$ cat src/rtl/mem_arbiter.sv
// Round-robin arbiter sharing one strobe/ready memory port among NUM_CH requesters.
//
//   state    | meaning
//   ---------+--------------------------------------------------------------
//   ST_IDLE  | no transaction in flight; pick next pending channel from rr_ptr
//   ST_ISSUE | mem_init high this cycle with the granted slot's fields
//   ST_WAIT  | fields held, waiting for mem_ready to route completion back
module mem_arbiter #(
    parameter int NUM_CH     = 2,
    parameter int ADDR_WIDTH = 32,
    parameter int DATA_WIDTH = 32
) (
    input  logic                         clk,
    input  logic                         reset,
    input  logic [NUM_CH-1:0]            ch_init,
    input  logic [3*NUM_CH-1:0]          ch_read_op,
    input  logic [2*NUM_CH-1:0]          ch_write_op,
    input  logic [ADDR_WIDTH*NUM_CH-1:0] ch_addr,
    input  logic [DATA_WIDTH*NUM_CH-1:0] ch_wdata,
    output logic [NUM_CH-1:0]            ch_ready,
    output logic [DATA_WIDTH-1:0]        ch_rdata,
    output logic [NUM_CH-1:0]            ch_err,
    output logic                         busy,
    output logic                         mem_init,
    output logic [2:0]                   mem_read_op,
    output logic [1:0]                   mem_write_op,
    output logic [ADDR_WIDTH-1:0]        mem_addr,
    output logic [DATA_WIDTH-1:0]        mem_wdata,
    input  logic                         mem_ready,
    input  logic [DATA_WIDTH-1:0]        mem_rdata
);

    localparam int RR_W = (NUM_CH > 1) ? $clog2(NUM_CH) : 1;

    typedef enum logic [1:0] {
        ST_IDLE  = 2'd0,
        ST_ISSUE = 2'd1,
        ST_WAIT  = 2'd2
    } state_t;

    state_t                  state_q, state_d;
    logic [NUM_CH-1:0]       pending_q, pending_d;
    logic [RR_W-1:0]         rr_ptr_q, rr_ptr_d;
    logic [RR_W-1:0]         grant_q, grant_d;

    logic [2:0]              slot_rop_q   [NUM_CH];
    logic [2:0]              slot_rop_d   [NUM_CH];
    logic [1:0]              slot_wop_q   [NUM_CH];
    logic [1:0]              slot_wop_d   [NUM_CH];
    logic [ADDR_WIDTH-1:0]   slot_addr_q  [NUM_CH];
    logic [ADDR_WIDTH-1:0]   slot_addr_d  [NUM_CH];
    logic [DATA_WIDTH-1:0]   slot_wdata_q [NUM_CH];
    logic [DATA_WIDTH-1:0]   slot_wdata_d [NUM_CH];

    logic                    mem_init_q, mem_init_d;
    logic [2:0]              mem_read_op_q, mem_read_op_d;
    logic [1:0]              mem_write_op_q, mem_write_op_d;
    logic [ADDR_WIDTH-1:0]   mem_addr_q, mem_addr_d;
    logic [DATA_WIDTH-1:0]   mem_wdata_q, mem_wdata_d;
    logic [NUM_CH-1:0]       ch_ready_q, ch_ready_d;
    logic [DATA_WIDTH-1:0]   ch_rdata_q, ch_rdata_d;
    logic [NUM_CH-1:0]       ch_err_q, ch_err_d;
    logic                    busy_q, busy_d;

    logic                    arb_found;
    logic [RR_W-1:0]         arb_sel;
    logic [RR_W-1:0]         cand;

    // Round-robin search: first pending channel at or after rr_ptr, wrapping.
    always_comb begin
        arb_found = 1'b0;
        arb_sel   = '0;
        cand      = '0;
        for (int k = 0; k < NUM_CH; k++) begin
            cand = RR_W'((int'(rr_ptr_q) + k) % NUM_CH);
            if (!arb_found && pending_q[cand]) begin
                arb_found = 1'b1;
                arb_sel   = cand;
            end
        end
    end

    // Next-state: request capture, FSM sequencing and completion routing.
    always_comb begin
        state_d        = state_q;
        pending_d      = pending_q;
        rr_ptr_d       = rr_ptr_q;
        grant_d        = grant_q;
        slot_rop_d     = slot_rop_q;
        slot_wop_d     = slot_wop_q;
        slot_addr_d    = slot_addr_q;
        slot_wdata_d   = slot_wdata_q;
        mem_init_d     = 1'b0;
        mem_read_op_d  = mem_read_op_q;
        mem_write_op_d = mem_write_op_q;
        mem_addr_d     = mem_addr_q;
        mem_wdata_d    = mem_wdata_q;
        ch_ready_d     = '0;
        ch_rdata_d     = ch_rdata_q;
        ch_err_d       = ch_err_q;
        busy_d         = (|pending_q) || (state_q != ST_IDLE);

        // A channel stays pending from capture through its completion cycle,
        // so pending alone tells whether a new strobe is legal.
        for (int i = 0; i < NUM_CH; i++) begin
            if (ch_init[i]) begin
                if (pending_q[i]) begin
                    ch_err_d[i] = 1'b1;
                end else begin
                    pending_d[i]    = 1'b1;
                    slot_rop_d[i]   = ch_read_op[3*i +: 3];
                    slot_wop_d[i]   = ch_write_op[2*i +: 2];
                    slot_addr_d[i]  = ch_addr[ADDR_WIDTH*i +: ADDR_WIDTH];
                    slot_wdata_d[i] = ch_wdata[DATA_WIDTH*i +: DATA_WIDTH];
                end
            end
        end

        case (state_q)
            ST_IDLE: begin
                if (arb_found) begin
                    grant_d        = arb_sel;
                    state_d        = ST_ISSUE;
                    mem_init_d     = 1'b1;
                    mem_read_op_d  = slot_rop_q[arb_sel];
                    mem_write_op_d = slot_wop_q[arb_sel];
                    mem_addr_d     = slot_addr_q[arb_sel];
                    mem_wdata_d    = slot_wdata_q[arb_sel];
                end
            end
            ST_ISSUE: begin
                state_d = ST_WAIT;
            end
            ST_WAIT: begin
                if (mem_ready) begin
                    ch_rdata_d          = mem_rdata;
                    ch_ready_d[grant_q] = 1'b1;
                    pending_d[grant_q]  = 1'b0;
                    rr_ptr_d            = RR_W'((int'(grant_q) + 1) % NUM_CH);
                    state_d             = ST_IDLE;
                end
            end
            default: begin
                state_d = ST_IDLE;
            end
        endcase
    end

    // State and registered outputs; synchronous reset drops any in-flight request.
    always_ff @(posedge clk) begin
        if (!reset) begin
            state_q        <= ST_IDLE;
            pending_q      <= '0;
            rr_ptr_q       <= '0;
            grant_q        <= '0;
            slot_rop_q     <= '{default: '0};
            slot_wop_q     <= '{default: '0};
            slot_addr_q    <= '{default: '0};
            slot_wdata_q   <= '{default: '0};
            mem_init_q     <= 1'b0;
            mem_read_op_q  <= '0;
            mem_write_op_q <= '0;
            mem_addr_q     <= '0;
            mem_wdata_q    <= '0;
            ch_ready_q     <= '0;
            ch_rdata_q     <= '0;
            ch_err_q       <= '0;
            busy_q         <= 1'b0;
        end else begin
            state_q        <= state_d;
            pending_q      <= pending_d;
            rr_ptr_q       <= rr_ptr_d;
            grant_q        <= grant_d;
            slot_rop_q     <= slot_rop_d;
            slot_wop_q     <= slot_wop_d;
            slot_addr_q    <= slot_addr_d;
            slot_wdata_q   <= slot_wdata_d;
            mem_init_q     <= mem_init_d;
            mem_read_op_q  <= mem_read_op_d;
            mem_write_op_q <= mem_write_op_d;
            mem_addr_q     <= mem_addr_d;
            mem_wdata_q    <= mem_wdata_d;
            ch_ready_q     <= ch_ready_d;
            ch_rdata_q     <= ch_rdata_d;
            ch_err_q       <= ch_err_d;
            busy_q         <= busy_d;
        end
    end

    assign mem_init     = mem_init_q;
    assign mem_read_op  = mem_read_op_q;
    assign mem_write_op = mem_write_op_q;
    assign mem_addr     = mem_addr_q;
    assign mem_wdata    = mem_wdata_q;
    assign ch_ready     = ch_ready_q;
    assign ch_rdata     = ch_rdata_q;
    assign ch_err       = ch_err_q;
    assign busy         = busy_q;

endmodule
$ cat config.mk
export PLATFORM = sky130hd
export DESIGN_NAME = mem_arbiter
export DESIGN_NICKNAME = d
export VERILOG_FILES = /design/src/rtl/mem_arbiter.sv
export SDC_FILE = /design/constraint.sdc
export NUM_CORES = 1
export LEC_CHECK = 0
export CAP_MARGIN = 5
export CORE_ASPECT_RATIO = 1.75
export CORE_UTILIZATION = 45
export DETAILED_ROUTE_END_ITERATION = 16
export GPL_TIMING_DRIVEN = 0
export PLACE_DENSITY = 0.76
export SYNTH_ARGS = -nofsm -noshare
export SYNTH_HDL_FRONTEND = slang
export SYNTH_SLANG_ARGS = --single-unit
$ cat constraint.sdc
create_clock -name clk -period 2.4 [get_ports clk]
set_input_delay 0.48 -clock clk [delete_from_list [all_inputs] [get_ports clk]]
set_output_delay 0.48 -clock clk [all_outputs]
set_load 0.02 [all_outputs]
Yosys cells after proc, flatten, opt, wreduce, memory -nomap -nowiden:

Index checks and enable logic that the tools add are counted.

* output and inout bits: 107
* input port bits: 175
* latch bits: 0
* logic and storage cells: 84
* ROM bits: 0
* RAM bits: 0
* bits in registers: 251
* memories kept: 0

* magnitude comparators: 5
* reductions and logical operators: 16
* $mul: 0
* equality and inequality tests: 4
* bitwise gates (word level): 5
* muxes and demuxes: 30
* divide/modulo/power cells: 0
* add/sub/neg operators: 2
* shift-type cells: 0

Operators by type and width (count)
* $mux 32: 6
* $reduce_and 2->1: 8
* $mux 2: 7
* $mux 1: 12
* $mux 3: 3
* $lt 1x2->1 const B: 3
* $pmux 2 s3: 1
* $ne 2x2->1 const B: 2
* $reduce_and 3->1: 1
* $add 1x1->1 const B: 2
* $and 2x2->2: 1
* $eq 2x1->1 const B: 1
* $eq 2x2->1 const B: 1
* $ge 2x2->1 const B: 1
* $logic_and 1x1->1: 2
* $logic_not 2->1: 1
* $not 1->1: 2
* $not 1->2: 1
* $not 2->2: 1
* $reduce_bool 2->1: 1
* $reduce_or 2->1: 1
* $demux 1 s1: 1
* $ge 1x1->1 const B: 1
* $logic_not 1->1: 1
* $logic_or 1x1->1: 1

Depth between registers and ports, before layout:

Gate-level depths: netlist of run 1.

* depth after elaboration: 10
* gate-level depth with buffers: 7
* mapped depth without buffers: 3

Worst setup path before layout of run 1:

Ideal clock, no wire load.

* path type: in2reg
* start: input port reset
* end: register slot_addr_q[0] in the netlist's numbering
* cell stages on the path: 5
* arrival time: 1.227 ns
* buffers on the path: 3
* path slack: 1.040 ns
* required time: 2.268 ns
* library setup time: 0.132 ns
* cell sequence: buf_2 inv_2 buf_2 clkbuf_1 a21oi_1

RTL lines
* start, declared: line 14 `input logic reset,`
* end signal, assigned: line 176 `slot_addr_q <= slot_addr_d;`
* end, declared: line 50 `logic [ADDR_WIDTH-1:0] slot_addr_q [NUM_CH];`

No word-level cell between the ends.

Worst setup path after layout of run 1:

* start: register mem_addr_q[12], in the netlist mem_addr[12]
* end: output port mem_addr[12]

RTL lines
* start, declared: line 58 `logic [ADDR_WIDTH-1:0] mem_addr_q, mem_addr_d;`
* start signal, assigned: line 181 `mem_addr_q <= mem_addr_d;`
* end, declared: line 27 `output logic [ADDR_WIDTH-1:0] mem_addr,`

No word-level cell between the ends.

==> results of run 1 <==
==> power breakdown <==
part | switching, mW | internal, mW
combinational | 1.08 | 0.979
sequential | 0.176 | 4.48
clock | 1.57 | 2.12
==> registers in the layout, indices dropped and copies added (netlist names), 3 cells and up <==
signal,count
ch_rdata,32
slot_rop_q,6
mem_addr,32
mem_read_op,3
slot_wdata_q,64
slot_wop_q,4
slot_addr_q,64
mem_wdata,32
==> placed cells by master (no fill, tap or decap), types with 2 or more instances in the layout <==
cell type          n
nor2b_1            2
o21ai_0            2
a21oi_1          176
clkinv_2           5
o21bai_1          69
clkbuf_8           8
dfxtp_1          251
clkdlybuf4s50_1  280
buf_6              9
clkbuf_1          53
o311a_1           69
and3_1            70
nand2b_1           3
a21boi_0          68
clkbuf_16         23
buf_1              5
nand2_1          341
nor2_1             6
buf_2             51
buf_4              6
==> cell type report <==
| type | instances | area, um^2 |
|---|---|---|
| Inverter | 1 | 3.754 |
| Timing Repair Buffer | 280 | 2803 |
| Tap cell | 296 | 370.4 |
| Fill cell | 1920 | 8028 |
| Multi-Input combinational cell | 818 | 4482 |
| Buffer | 120 | 604.3 |
| Clock buffer | 35 | 700.7 |
| Sequential cell | 251 | 5025 |
| Clock inverter | 6 | 55.05 |
==> worst min path at each step <==
stage                     slack, ns          endpoint        startpoint
after global placement         0.44  slot_wdata_q[45]  slot_wdata_q[45]
after global routing           0.42      pending_q[1]             reset
after detailed placement       0.44     slot_rop_q[1]     slot_rop_q[1]
after CTS                      0.41      pending_q[1]             reset
after floorplan                0.43    slot_addr_q[0]    slot_addr_q[0]
final                          0.42      pending_q[1]             reset
==> kinds of logic (layout without fill, tap and decap cells) <==
group	count (synthesis)	count (layout)	synth area share [%]
compound gates	387	387	26.06
buf+inv	121	442	6.012
flops	251	251	49.68
simple gates	430	430	18.15
mux	1	1	0.09896
==> worst register-to-register path, delay by kind of cell (launching register included) <==
family                 cells  cell delay (ns)
AO/OA/AOI/OAI              2             0.77
buffers and inverters      2             0.67
flip-flops                 1             0.30
==> per-stage QoR <==
| step | std cells | util (%) | power (mW) | worst slack [ns] |
|---|---|---|---|---|
| 3_5_place_dp | 1766 | 60.20 | 6.787 | 0.1744 |
| 4_1_cts | 1807 | 63.63 | 10.45 | 0.3632 |
| 2_1_floorplan | 1190 | - | 5.799 | 1.040 |
| 6_report | 1807 | 63.63 | 10.39 | 0.3708 |
| 3_3_place_gp | 1766 | 60.20 | 6.752 | 0.1839 |
| 5_1_grt | 1807 | 63.63 | 10.81 | 0.3393 |
==> metal layers <==
layer / part of all wire (%) / track usage [%]
met5: 0 / 0
met4: 4.8 / 13.73
met3: 4.2 / 2.572
met2: 53 / 51.52
met1: 38 / 31.74
==> out/metrics.yaml, run 1 <==
ioPinCount: 282
tns_ns: 0
wirelength_um: 32580
syn_area_um2: 10110
yosys_warnings: 0
path_cells: "clkdlybuf4s50_1"
yosysMostFrequentCell: "nand2_1"
worstSkewPairLatency_ns: 0.51
drt-pass1-iter-count: 5
yosys-top-cells-area: "dfxtp_1 (50%), nand2_1 (13%), a21oi_1 (8.7%)"
dieHeight_um: 200.3
htreeDepth: 1
tightest_slew_ns: 0.6467
vias_per_cell: 5.304
cts_buffer_depth: 3
power_leakage_nw: 5.632
dieArea_um2: 23100
clkTransAtPathRegs_ns: 0.07
slew_viol_final: 0
finalCritPeriodShare_pct: 84.55
critical_path.top_delay_family: "buffers and inverters"
yosysUniqueCellTypes: 29
syn_to_final_growth_pct: 38.84
setup_viol: 0
drc_errors: 0
cts_resized: 0
cts_hold_buf: 0
drive_gt1_share_pct: 7.148
maxSlewHeadroom_pct: 56.88
p_per_area_nw_per_um2: 739.9
hold_viol: 0
worst-path-stages: 1
worstSetupPathType: "reg -> out"
gp_congestion: 0.8354
fin_area_um2: 14040
gr-usage-all-layers_pct: 28.12
insertedDiodeCount: 0
r2r-start: "pending_q[1]"
end_kind: "primary output"
outcome: "finished, final reports clean"
dr_total_vias: 9584
fmax_mhz: 492.8
r2r_cells: 4
synthTopCellsByCount: "nand2_1 (341), dfxtp_1 (251), a21oi_1 (176), and3_1 (70)"
timing.rr.end: "mem_wdata[5]"
slowest_stage: "clkdlybuf4s50_1"
synth_top_flop_cell: "dfxtp_1"
hp-class: "in -> reg"
synthCells: 1190
startpoint_type: "flip-flop"
core_um2: 22070
grt_max_degree: 16
die_w_um: 115.3
placed_cell_area_um2: 13290
synth_top_area_share_pct: 49.68
grt_pass1_vias: 9678
fin_crit_ns: 2.029
r2r_slack_ns: 0.60
start_util_pct: 45.83
drv_cap: 0
fin_worst_skew_ns: 0.007845
cp_slowest_stage_delay_ns: 0.64
critPathRequiredTime_ns: 1.92
gr-total-overflow: 0
ys_seq_elements: 251
yosysSeqAreaShare_pct: 49.68
hold_depth: 3
rows: 72
wl_per_cell_um: 18.03
cts_made_buffers: 23
synth_edf_count: 0
detail-route-antenna-nets: 0
hpwl_um: 24040
cts_setup_buffers: 0
endpoint: "mem_addr[12]"
cts_tree: "done"
crit_start: "mem_addr[12]"
whs_ns: 0.4207
cts.sinks: 251
rsz0062_at_grt: "no"
portBuffers: 280
avgSynthCellArea_um2: 8.500
synth_nets: 1365
nets: 1670
worst-path-buf-inv: 1
ctsRootBufferMaster: "clkbuf_16"
antenna_found_initial: 0
yosysTopAreaCell: "dfxtp_1"
irDropWorstVdd_v: 0.0004971
path_max_fanout: 2
grt_pass1_wl_um: 50480
async_reset_ff_share_pct: 0
arrival_ns: 1.55
drtIter0Drc: 611
No activity file was read; power rests on OpenSTA's default activity.
==> run 2: changes to the inputs <==
- CORE_UTILIZATION: 45 -> 43
- clock period: 2.4 -> 1.65 ns (I/O delays scaled with it)
==> out/metrics.yaml, run 2 (synthesized netlist as in run 1, its figures left out) <==
met2_usage_pct: 50.69
outcome: "finished, final reports clean"
wl_per_cell_um: 18.20
core_um2: 22930
finalPower_mw: 14.95
startpoint_type: "flip-flop"
r2r_cells: 6
grt_pass1_vias: 9650
drt-pass1-iter-count: 4
irDropWorstVdd_v: 0.0007230
path_max_fanout: 10
drv_cap: 0
end_kind: "flip-flop"
tns_ns: 0
rsz0062_at_grt: "no"
grt_use_met3_pct: 2.951
use_met1_pct: 28.74
die_w_um: 117.9
gr-total-overflow: 0
htreeDepth: 1
cts_hold_buf: 0
antenna_found_initial: 1
timing.rr.end: "mem_wdata[21]"
cts_buffer_depth: 3
syn_to_final_growth_pct: 38.04
worstSkewPairLatency_ns: 0.52
gp_congestion: 0.8252
hp-start: "reset"
cts.sinks: 251
ioPinCount: 282
maxSlewHeadroom_pct: 54.84
fin_worst_skew_ns: 0.006705
largest_registers: "slot_addr_q (64), slot_wdata_q (64)"
r2r_slack_ns: 0.03
start_util_pct: 44.12
hpwl_um: 24480
drive_gt1_share_pct: 7.876
grt-busiest-layer: "met2"
rows: 73
detail-route-antenna-nets: 0
hold_depth: 3
setup_viol: 0
fmax_mhz: 617.9
hp-class: "in -> reg"
tightest_slew_ns: 0.6774
fin_util_pct: 60.90
hold_viol: 0
fin_crit_ns: 1.619
portBuffers: 280
worstSetupPathType: "reg -> reg"
drc_errors: 0
r2r-start: "pending_q[0]"
wirelength_um: 32980
p_per_area_nw_per_um2: 1071
arrival_ns: 2.02
slew_viol_final: 0
dieHeight_um: 204.9
crit_start: "pending_q[0]"
vias_per_cell: 5.289
layout_commonest_cell: "nand2_1"
cts_made_buffers: 24
critPathRequiredTime_ns: 2.05
min_to: "pending_q[1]"
cts_tree: "done"
dr_total_vias: 9584
ctsRootBufferMaster: "clkbuf_16"
clkTransAtPathRegs_ns: 0.06
power_leakage_nw: 6.101
finalCritPeriodShare_pct: 98.09
grt_pass1_wl_um: 50460
nets: 1671
mostFrequentLayoutCells: "nand2_1 (341), dfxtp_1 (251), a21oi_1 (176)"
grt_max_degree: 15
dieArea_um2: 24160
gr-usage-all-layers_pct: 26.64
drtIter0Drc: 607
-- run 2: how the worst max path moves through the flow --
stage,slack (ns),cells after the start,to
after detailed placement,-0.51,6,slot_addr_q[47]
final,0.03,6,mem_wdata[21]
after floorplan,0.35,5,mem_wdata[31]
after global placement,-0.49,6,slot_addr_q[47]
after global routing,0.004,6,mem_wdata[21]
after CTS,0.02,6,mem_wdata[25]
-- run 2: final cells by class --
type / instances / area [um^2]
sequential: 251 / 5025
buffer: 119 / 623.1
timing repair buffer: 281 / 2690
inverter: 1 / 3.754
antenna: 1 / 2.502
clock buffer: 37 / 730.7
clock inverter: 4 / 22.52
tap: 300 / 375.4
multi-input combinational: 818 / 4489
fill: 2092 / 8964
-- run 2: critical path, stage by stage, from the launching register on --
cell and delay [ns]:
dfxtp_1 0.31, buf_6 0.14, nand2b_4 0.08, buf_6 0.19, buf_2 0.25, a21boi_0 0.18, o311a_1 0.36
-- run 2: metrics by stage --
stage	hold WS [ns]	area (um^2)	setup slack, ns	std cells
CTS	0.2387	13920	0.01567	1811
detailed placement	0.4424	13290	-0.5092	1770
floorplan	0.4319	10110	0.3462	1190
global placement	0.4381	13290	-0.4895	1770
global route	0.2545	13960	0.003885	1812
finish	0.2395	13960	0.03150	1812
-- run 2: power breakdown --
| part | total (mW) | internal, mW | switching, mW |
|---|---|---|---|
| registers | 6.76 | 6.51 | 0.253 |
| clock network | 5.34 | 3.03 | 2.31 |
| logic | 2.85 | 1.28 | 1.56 |
| total | 15.0 | 10.8 | 4.13 |
-- run 2: timing repair --
item	4_1_cts	5_1_grt
setup endpoints to repair	170	80
gates resized for setup	111	25
setup buffers	0	1
gates cloned	0	0
pin swaps	0	1
-- run 2: per-layer routing --
metal	part of all wire (%)	routed length, um	vias up
li1	-	-	4710
met1	37	12340	4456
met2	53	17490	319
met4	5.0	1637	0
met3	4.6	1507	99
met5	0	0	-
